===== src/rtl/zmips_pkg.sv =====
// Shared zMIPS decode definitions: ALU op encodings, opcode/funct constants and the decoded-entry bundle.
package zmips_pkg;

  typedef enum logic [3:0] {
    A_ADD = 4'h0,
    A_SUB = 4'h1,
    A_AND = 4'h2,
    A_OR  = 4'h4,
    A_EOR = 4'h6,
    A_NOP = 4'h8,
    A_SLL = 4'hA,
    A_SRA = 4'hC,
    A_SRL = 4'hE
  } alu_op_t;

  localparam logic [5:0] OP_RTYPE = 6'h00;
  localparam logic [5:0] OP_ADDI  = 6'h08;
  localparam logic [5:0] OP_ADDIU = 6'h09;
  localparam logic [5:0] OP_SLTI  = 6'h0A;
  localparam logic [5:0] OP_SLTIU = 6'h0B;
  localparam logic [5:0] OP_ANDI  = 6'h0C;
  localparam logic [5:0] OP_ORI   = 6'h0D;
  localparam logic [5:0] OP_XORI  = 6'h0E;
  localparam logic [5:0] OP_LUI   = 6'h0F;
  localparam logic [5:0] OP_LW    = 6'h23;
  localparam logic [5:0] OP_SW    = 6'h2B;

  localparam logic [5:0] FN_SLL  = 6'h00;
  localparam logic [5:0] FN_SRL  = 6'h02;
  localparam logic [5:0] FN_SRA  = 6'h03;
  localparam logic [5:0] FN_ADD  = 6'h20;
  localparam logic [5:0] FN_ADDU = 6'h21;
  localparam logic [5:0] FN_SUB  = 6'h22;
  localparam logic [5:0] FN_SUBU = 6'h23;
  localparam logic [5:0] FN_AND  = 6'h24;
  localparam logic [5:0] FN_OR   = 6'h25;
  localparam logic [5:0] FN_XOR  = 6'h26;
  localparam logic [5:0] FN_SLT  = 6'h2A;
  localparam logic [5:0] FN_SLTU = 6'h2B;

  typedef struct packed {
    alu_op_t     alu_op;
    logic [4:0]  alu_shamt;
    logic        alu_cin;
    logic        a_sel_imm;
    logic        b_sel_imm;
    logic [31:0] imm;
    logic [4:0]  rs;
    logic [4:0]  rt;
    logic [4:0]  rd;
    logic        set_lt;
    logic        illegal;
  } dec_t;

  localparam int unsigned DEC_W = $bits(dec_t);

endpackage


===== src/rtl/zmips_alu_decode_if.sv =====
// Fetch-side instruction stream and execute-side decoded stream of the zMIPS ALU decoder.
interface zmips_alu_decode_if;
  logic        in_valid;
  logic        in_ready;
  logic [31:0] instr;
  logic        out_valid;
  logic        out_ready;
  logic [3:0]  alu_op;
  logic [4:0]  alu_shamt;
  logic        alu_cin;
  logic        a_sel_imm;
  logic        b_sel_imm;
  logic [31:0] imm;
  logic [4:0]  rs;
  logic [4:0]  rt;
  logic [4:0]  rd;
  logic        set_lt;
  logic        illegal;

  modport slave (
    input  in_valid, instr, out_ready,
    output in_ready, out_valid, alu_op, alu_shamt, alu_cin, a_sel_imm, b_sel_imm,
           imm, rs, rt, rd, set_lt, illegal
  );

  modport master (
    output in_valid, instr, out_ready,
    input  in_ready, out_valid, alu_op, alu_shamt, alu_cin, a_sel_imm, b_sel_imm,
           imm, rs, rt, rd, set_lt, illegal
  );
endinterface


===== src/rtl/zmips_dec_skid.sv =====
// Generic 2-entry valid/ready skid buffer; in_ready comes straight from the skid-valid flop.
module zmips_dec_skid #(
  parameter int unsigned W = 8
) (
  input  logic         clk,
  input  logic         rst_n,
  input  logic         flush,
  input  logic         in_valid,
  output logic         in_ready,
  input  logic [W-1:0] in_data,
  output logic         out_valid,
  input  logic         out_ready,
  output logic [W-1:0] out_data
);
  logic         main_valid;
  logic         skid_valid;
  logic [W-1:0] main_data;
  logic [W-1:0] skid_data;

  assign in_ready  = ~skid_valid;
  assign out_valid = main_valid;
  assign out_data  = main_data;

  always_ff @(posedge clk) begin
    if (!rst_n) begin
      main_valid <= 1'b0;
      skid_valid <= 1'b0;
      main_data  <= '0;
      skid_data  <= '0;
    end else if (flush) begin
      main_valid <= 1'b0;
      skid_valid <= 1'b0;
    end else if (!main_valid || out_ready) begin
      // A full skid blocks in_ready, so refilling main from skid never races a new accept.
      if (skid_valid) begin
        main_data  <= skid_data;
        main_valid <= 1'b1;
        skid_valid <= 1'b0;
      end else begin
        main_valid <= in_valid;
        if (in_valid) main_data <= in_data;
      end
    end else if (in_valid && !skid_valid) begin
      skid_data  <= in_data;
      skid_valid <= 1'b1;
    end
  end
endmodule


===== src/rtl/zmips_alu_decode.sv =====
// zMIPS decode stage: instruction -> ALU controls, buffered through a 2-entry skid, with illegal counter.
// Optional SLT/SLTU/SLTI/SLTIU decode is enabled by defining ZMIPS_DEC_SLT_EN.
module zmips_alu_decode
  import zmips_pkg::*;
#(
  parameter int unsigned ILL_CNT_W = 8
) (
  input  logic                 clk,
  input  logic                 rst_n,
  input  logic                 flush,
  zmips_alu_decode_if.slave    bus,
  output logic [ILL_CNT_W-1:0] ill_cnt
);
  dec_t             dec;
  dec_t             head;
  logic [DEC_W-1:0] head_bits;
  logic [5:0]       opc;
  logic [5:0]       fn;
  logic [31:0]      sext;
  logic [31:0]      zext;
  logic             ill;

  assign opc  = bus.instr[31:26];
  assign fn   = bus.instr[5:0];
  assign sext = {{16{bus.instr[15]}}, bus.instr[15:0]};
  assign zext = {16'h0, bus.instr[15:0]};

  always_comb begin
    dec.alu_op    = A_ADD;
    dec.alu_shamt = '0;
    dec.alu_cin   = 1'b0;
    dec.a_sel_imm = 1'b0;
    dec.b_sel_imm = 1'b0;
    dec.imm       = '0;
    dec.rs        = bus.instr[25:21];
    dec.rt        = bus.instr[20:16];
    dec.rd        = bus.instr[20:16];
    dec.set_lt    = 1'b0;
    dec.illegal   = 1'b0;
    ill           = 1'b0;
    if (opc == OP_RTYPE) begin
      dec.rd = bus.instr[15:11];
      case (fn)
        FN_ADD, FN_ADDU: dec.alu_op = A_ADD;
        FN_SUB, FN_SUBU: begin dec.alu_op = A_SUB; dec.alu_cin = 1'b1; end
        FN_AND:          dec.alu_op = A_AND;
        FN_OR:           dec.alu_op = A_OR;
        FN_XOR:          dec.alu_op = A_EOR;
        FN_SLL:          begin dec.alu_op = A_SLL; dec.alu_shamt = bus.instr[10:6]; end
        FN_SRL:          begin dec.alu_op = A_SRL; dec.alu_shamt = bus.instr[10:6]; end
        FN_SRA:          begin dec.alu_op = A_SRA; dec.alu_shamt = bus.instr[10:6]; end
`ifdef ZMIPS_DEC_SLT_EN
        FN_SLT, FN_SLTU: begin dec.alu_op = A_SUB; dec.alu_cin = 1'b1; dec.set_lt = 1'b1; end
`endif
        default:         ill = 1'b1;
      endcase
    end else begin
      case (opc)
        OP_ADDI, OP_ADDIU, OP_LW, OP_SW: begin dec.b_sel_imm = 1'b1; dec.imm = sext; end
        OP_ANDI: begin dec.alu_op = A_AND; dec.b_sel_imm = 1'b1; dec.imm = zext; end
        OP_ORI:  begin dec.alu_op = A_OR;  dec.b_sel_imm = 1'b1; dec.imm = zext; end
        OP_XORI: begin dec.alu_op = A_EOR; dec.b_sel_imm = 1'b1; dec.imm = zext; end
        OP_LUI:  begin dec.alu_op = A_NOP; dec.a_sel_imm = 1'b1; dec.imm = {bus.instr[15:0], 16'h0}; end
`ifdef ZMIPS_DEC_SLT_EN
        OP_SLTI, OP_SLTIU: begin
          dec.alu_op = A_SUB; dec.alu_cin = 1'b1; dec.b_sel_imm = 1'b1;
          dec.imm = sext; dec.set_lt = 1'b1;
        end
`endif
        default: ill = 1'b1;
      endcase
    end
    // Illegal entries carry a clean ADD with no selects, immediates or register indices.
    if (ill) begin
      dec.alu_op    = A_ADD;
      dec.alu_shamt = '0;
      dec.alu_cin   = 1'b0;
      dec.a_sel_imm = 1'b0;
      dec.b_sel_imm = 1'b0;
      dec.imm       = '0;
      dec.rs        = '0;
      dec.rt        = '0;
      dec.rd        = '0;
      dec.set_lt    = 1'b0;
      dec.illegal   = 1'b1;
    end
  end

  zmips_dec_skid #(.W(DEC_W)) u_skid (
    .clk       (clk),
    .rst_n     (rst_n),
    .flush     (flush),
    .in_valid  (bus.in_valid),
    .in_ready  (bus.in_ready),
    .in_data   (dec),
    .out_valid (bus.out_valid),
    .out_ready (bus.out_ready),
    .out_data  (head_bits)
  );

  assign head          = dec_t'(head_bits);
  assign bus.alu_op    = head.alu_op;
  assign bus.alu_shamt = head.alu_shamt;
  assign bus.alu_cin   = head.alu_cin;
  assign bus.a_sel_imm = head.a_sel_imm;
  assign bus.b_sel_imm = head.b_sel_imm;
  assign bus.imm       = head.imm;
  assign bus.rs        = head.rs;
  assign bus.rt        = head.rt;
  assign bus.rd        = head.rd;
  assign bus.set_lt    = head.set_lt;
  assign bus.illegal   = head.illegal;

  always_ff @(posedge clk) begin
    if (!rst_n) begin
      ill_cnt <= '0;
    end else if (!flush && bus.in_valid && bus.in_ready && dec.illegal && (ill_cnt != '1)) begin
      ill_cnt <= ill_cnt + ILL_CNT_W'(1);
    end
  end
endmodule

===== src/flat_wrapper.sv =====
// flat-port wrapper written by rule: the top's interface ports become plain ports
module zmips_alu_decode_flat import zmips_pkg::*;
#(
  parameter int unsigned ILL_CNT_W = 8
)
  (clk, rst_n, flush, ill_cnt, bus_in_valid, bus_instr, bus_out_ready, bus_in_ready, bus_out_valid, bus_alu_op, bus_alu_shamt, bus_alu_cin, bus_a_sel_imm, bus_b_sel_imm, bus_imm, bus_rs, bus_rt, bus_rd, bus_set_lt, bus_illegal);
  zmips_alu_decode_if bus_i ();
  input  logic clk;
  input  logic rst_n;
  input  logic flush;
  output logic [ILL_CNT_W-1:0] ill_cnt;
  input wire logic [$bits(bus_i.in_valid)-1:0] bus_in_valid;
  input wire logic [$bits(bus_i.instr)-1:0] bus_instr;
  input wire logic [$bits(bus_i.out_ready)-1:0] bus_out_ready;
  output wire logic [$bits(bus_i.in_ready)-1:0] bus_in_ready;
  output wire logic [$bits(bus_i.out_valid)-1:0] bus_out_valid;
  output wire logic [$bits(bus_i.alu_op)-1:0] bus_alu_op;
  output wire logic [$bits(bus_i.alu_shamt)-1:0] bus_alu_shamt;
  output wire logic [$bits(bus_i.alu_cin)-1:0] bus_alu_cin;
  output wire logic [$bits(bus_i.a_sel_imm)-1:0] bus_a_sel_imm;
  output wire logic [$bits(bus_i.b_sel_imm)-1:0] bus_b_sel_imm;
  output wire logic [$bits(bus_i.imm)-1:0] bus_imm;
  output wire logic [$bits(bus_i.rs)-1:0] bus_rs;
  output wire logic [$bits(bus_i.rt)-1:0] bus_rt;
  output wire logic [$bits(bus_i.rd)-1:0] bus_rd;
  output wire logic [$bits(bus_i.set_lt)-1:0] bus_set_lt;
  output wire logic [$bits(bus_i.illegal)-1:0] bus_illegal;
  assign bus_i.in_valid = bus_in_valid;
  assign bus_i.instr = bus_instr;
  assign bus_i.out_ready = bus_out_ready;
  assign bus_in_ready = bus_i.in_ready;
  assign bus_out_valid = bus_i.out_valid;
  assign bus_alu_op = bus_i.alu_op;
  assign bus_alu_shamt = bus_i.alu_shamt;
  assign bus_alu_cin = bus_i.alu_cin;
  assign bus_a_sel_imm = bus_i.a_sel_imm;
  assign bus_b_sel_imm = bus_i.b_sel_imm;
  assign bus_imm = bus_i.imm;
  assign bus_rs = bus_i.rs;
  assign bus_rt = bus_i.rt;
  assign bus_rd = bus_i.rd;
  assign bus_set_lt = bus_i.set_lt;
  assign bus_illegal = bus_i.illegal;
  zmips_alu_decode #(.ILL_CNT_W(ILL_CNT_W)) u_core (.clk(clk), .rst_n(rst_n), .flush(flush), .bus(bus_i), .ill_cnt(ill_cnt));
endmodule

===== config.mk =====
export PLATFORM = sky130hd
export DESIGN_NAME = zmips_alu_decode_flat
export DESIGN_NICKNAME = d
export VERILOG_FILES = /design/src/rtl/zmips_pkg.sv /design/src/rtl/zmips_alu_decode_if.sv /design/src/rtl/zmips_dec_skid.sv /design/src/rtl/zmips_alu_decode.sv /design/src/flat_wrapper.sv
export SDC_FILE = /design/constraint.sdc
export NUM_CORES = 1
export LEC_CHECK = 0
export ABC_AREA = 1
export CAP_MARGIN = 10
export CORE_MARGIN = 2
export CORE_UTILIZATION = 45
export DETAILED_ROUTE_END_ITERATION = 6
export HOLD_SLACK_MARGIN = 0.06
export PLACE_DENSITY = 0.81
export SETUP_SLACK_MARGIN = 0.1
export SYNTH_ARGS = -nofsm -noshare
export SYNTH_HDL_FRONTEND = slang
export SYNTH_SLANG_ARGS = --single-unit

===== constraint.sdc =====
create_clock -name clk -period 1.8 [get_ports clk]
set_clock_uncertainty 0.05 [all_clocks]
set_input_delay 0.27 -clock clk [delete_from_list [all_inputs] [get_ports clk]]
set_output_delay 0.27 -clock clk [all_outputs]
set_load 0.01 [all_outputs]

==> metrics <==
antenna violations before repair=0; DP HPWL=11.01 mm; die area=13830 µm²; final cell count without fillers=1155; Fmax achieved=0.5986 GHz; Syn Nets=879; Req. time, crit path=1.48 ns; footprint of the multi-input gates=2671 µm²; ys async rst share=0%; total track usage=23.59%; Pre-antenna DRT Iters=5; register area share after synthesis=44.12%; hold buffer count at cts=0; # rows=41; final hold violations=0; startpoint types=register; post-route cell area=8203 µm²; number of diodes=0; wire length per cell=14.49 µm; Final ANT Viol Nets=0; Die Y=117.6 µm; Post-Syn Area=5808 µm²; most frequent cells in the layout=a21oi_1 (155), dfxtp_1 (124), nand2_1 (123), o21ai_0 (120), inv_1 (103); post-layout net count=1008; clk slew on worst S/H paths=0.06 ns; starting density of the core=46.02%; Worst Path Class, Setup=reg2out; flops & latches, synth=128; fill count=1081; Tot Pwr=7.321 mW; CTS tree=done; delay-heaviest family, CP=buffers and inverters; Layout Utilization=65.00%; final wirelength=16.73 mm; setup_tns=0 ns; Die W=117.6 µm; PD cells=892.5 nW/µm²; outcome=complete, no violations; Netlist cell types=28; EDFF count, synth=0; Rel. slew slack=52.85%; crit-path cells=clkdlybuf4s50_1; largest net degree at the start of global routing=67; Syn. warnings=0; Worst Max-Slew Pin Slew=0.7072 ns; commonest non-fill, non-tap cell in the layout=a21oi_1; register area=2567 µm²; via density per instance=5.255; GPL Wtd Cong=0.8610; unrepaired setup endpoints after global routing=no; setup violators final=0; Critical Path End Type=output port; vias in the first global route=5509; first-pass GRT wire length=26.83 mm; Root Driver=clkbuf_16; Hold WC Path Type=in2reg; latest clock arrival within the worst-skew pair=0.42 ns; IO buf count=106; WP data arrival=1.35 ns; Vias=6069; Peak VDD IR=0.5731 mV; DRC violations left=0; Core Box Area=12620 µm²; IO Pins=108; Synth top area share=44.12%; Remaining Overflow, GRT=0; synth-to-layout area growth=41.23%; largest fanout on the critical path=2; share of layout cells above drive strength 1=13.12%; area leader, netlist=dfxtp_1; period utilization=92.82%; starting DRC count in detailed routing=661; max incr delay on CP=0.56 ns; TritonCTS buffer count=17; top cells by area, synth=dfxtp_1 (44%), a21oi_1 (13%), o21ai_0 (11%); synthesized instance count=841; placed cells=1120; number of max-cap violations=0; Crit-path slowest cell=clkdlybuf4s50_1; flop2flop setup slack=0.20 ns; CTS max path bufs=2; leakage power=3.779 nW; critical path buffer and inverter count=1; CTS H-tree lvls=4; Avg Inst Size Synth=6.906 µm²; max-slew violation count=0; Placed Area=7423 µm²; top_reg_cell synth=dfxtp_1; CTS Sinks=128; min cycle time layout=1.671 ns
==> Yosys cell counts (2+ instances only) <==
cell type	count
a21oi_1	156
buf_2	15
buf_4	5
nor2_1	70
nand2_1	127
buf_1	5
dfxtp_1	128
o211ai_1	6
xor2_1	5
clkbuf_1	33
nor3_1	2
o21ai_0	126
o21ai_1	8
inv_1	107
nand4_1	10
nand3_1	26
==> area by class of cell <==
class                   instances  area share [%]
multi-input cells             545           32.57
clock inverters                12           1.983
clock buffers                  20           5.689
inverters                     110           5.064
well taps                     172           2.624
flip-flops and latches        128           31.30
repair buffers                168           20.77
==> final timing paths <==
kind	from	end	cells past startpoint
setup / recovery	u_core.u_skid.out_data[39]$_SDFFE_PN0P_	bus_imm[22]	1
setup reg to reg	u_core.u_skid.skid_valid$_SDFFE_PP0P_	u_core.u_skid.out_data[32]$_SDFFE_PN0P_	4
hold reg to reg	u_core.u_skid.out_data[21]$_SDFFE_PN0P_	u_core.u_skid.out_data[21]$_SDFFE_PN0P_	2
hold / removal	bus_instr[5]	u_core.u_skid.skid_data[22]$_SDFFE_PN0P_	5
==> per-layer routing <==
layer | wire [µm] | share of wire (%) | up-vias | GRT usage [%]
met5 | 0 | 0 | - | 0
met4 | 486 | 2.9 | 0 | 10.47
met3 | 1205 | 7.2 | 36 | 5.233
met2 | 7760 | 46 | 239 | 37.21
met1 | 7282 | 44 | 2797 | 30.92
li1 | - | - | 2997 | -
==> worst register-to-register path: cells and delay by family (launching register included) <==
family / cells / cell delay (ns)
flip-flops: 1 / 0.40
buffers and inverters: 2 / 0.75
AO/OA/AOI/OAI: 2 / 0.34
==> metrics by stage <==
| step | worst slack, ns | hold slack, ns |
|---|---|---|
| 5_1_grt | 0.08454 | 0.2464 |
| 4_1_cts | 0.08050 | 0.3768 |
| 6_report | 0.1293 | 0.2225 |
| 3_3_place_gp | -0.3490 | 0.3992 |
| 3_5_place_dp | -0.4287 | 0.4012 |
| 2_1_floorplan | 0.2379 | 0.3269 |
==> repair_timing <==
item | in CTS | in global routing
pin swaps | 0 | 6
setup buffers | 0 | 3
setup endpoints to repair | 31 | 95
gates resized for setup | 13 | 42
hold endpoints to repair | 0 | 0
==> state kept, by name (all words and copies together), names as in the netlist <==
name and cells:
u_core.u_skid.out_data 59, u_core.u_skid.skid_data 59, u_core.ill_cnt 8, u_core.u_skid.out_valid 1, u_core.u_skid.skid_valid 1
==> cell families after synthesis <==
family	share of synthesized area (%)
AO/OA/AOI/OAI	26.02
AND/OR/NAND/NOR	17.30
other	0.06457
adder cells (fa/ha/maj)	0.2154
buffers and inverters	11.53
XOR/XNOR	0.7540
flip-flops	44.12
==> power breakdown <==
group          internal [mW]  switching (mW)  leakage [nW]  total, mW
sequential              2.91          0.0407          1.04       2.95
combinational          0.344           0.388          2.42      0.732
clock                   2.41            1.23         0.315       3.64
total                   5.66            1.66          3.78       7.32
No activity file was read; power rests on OpenSTA's default activity.
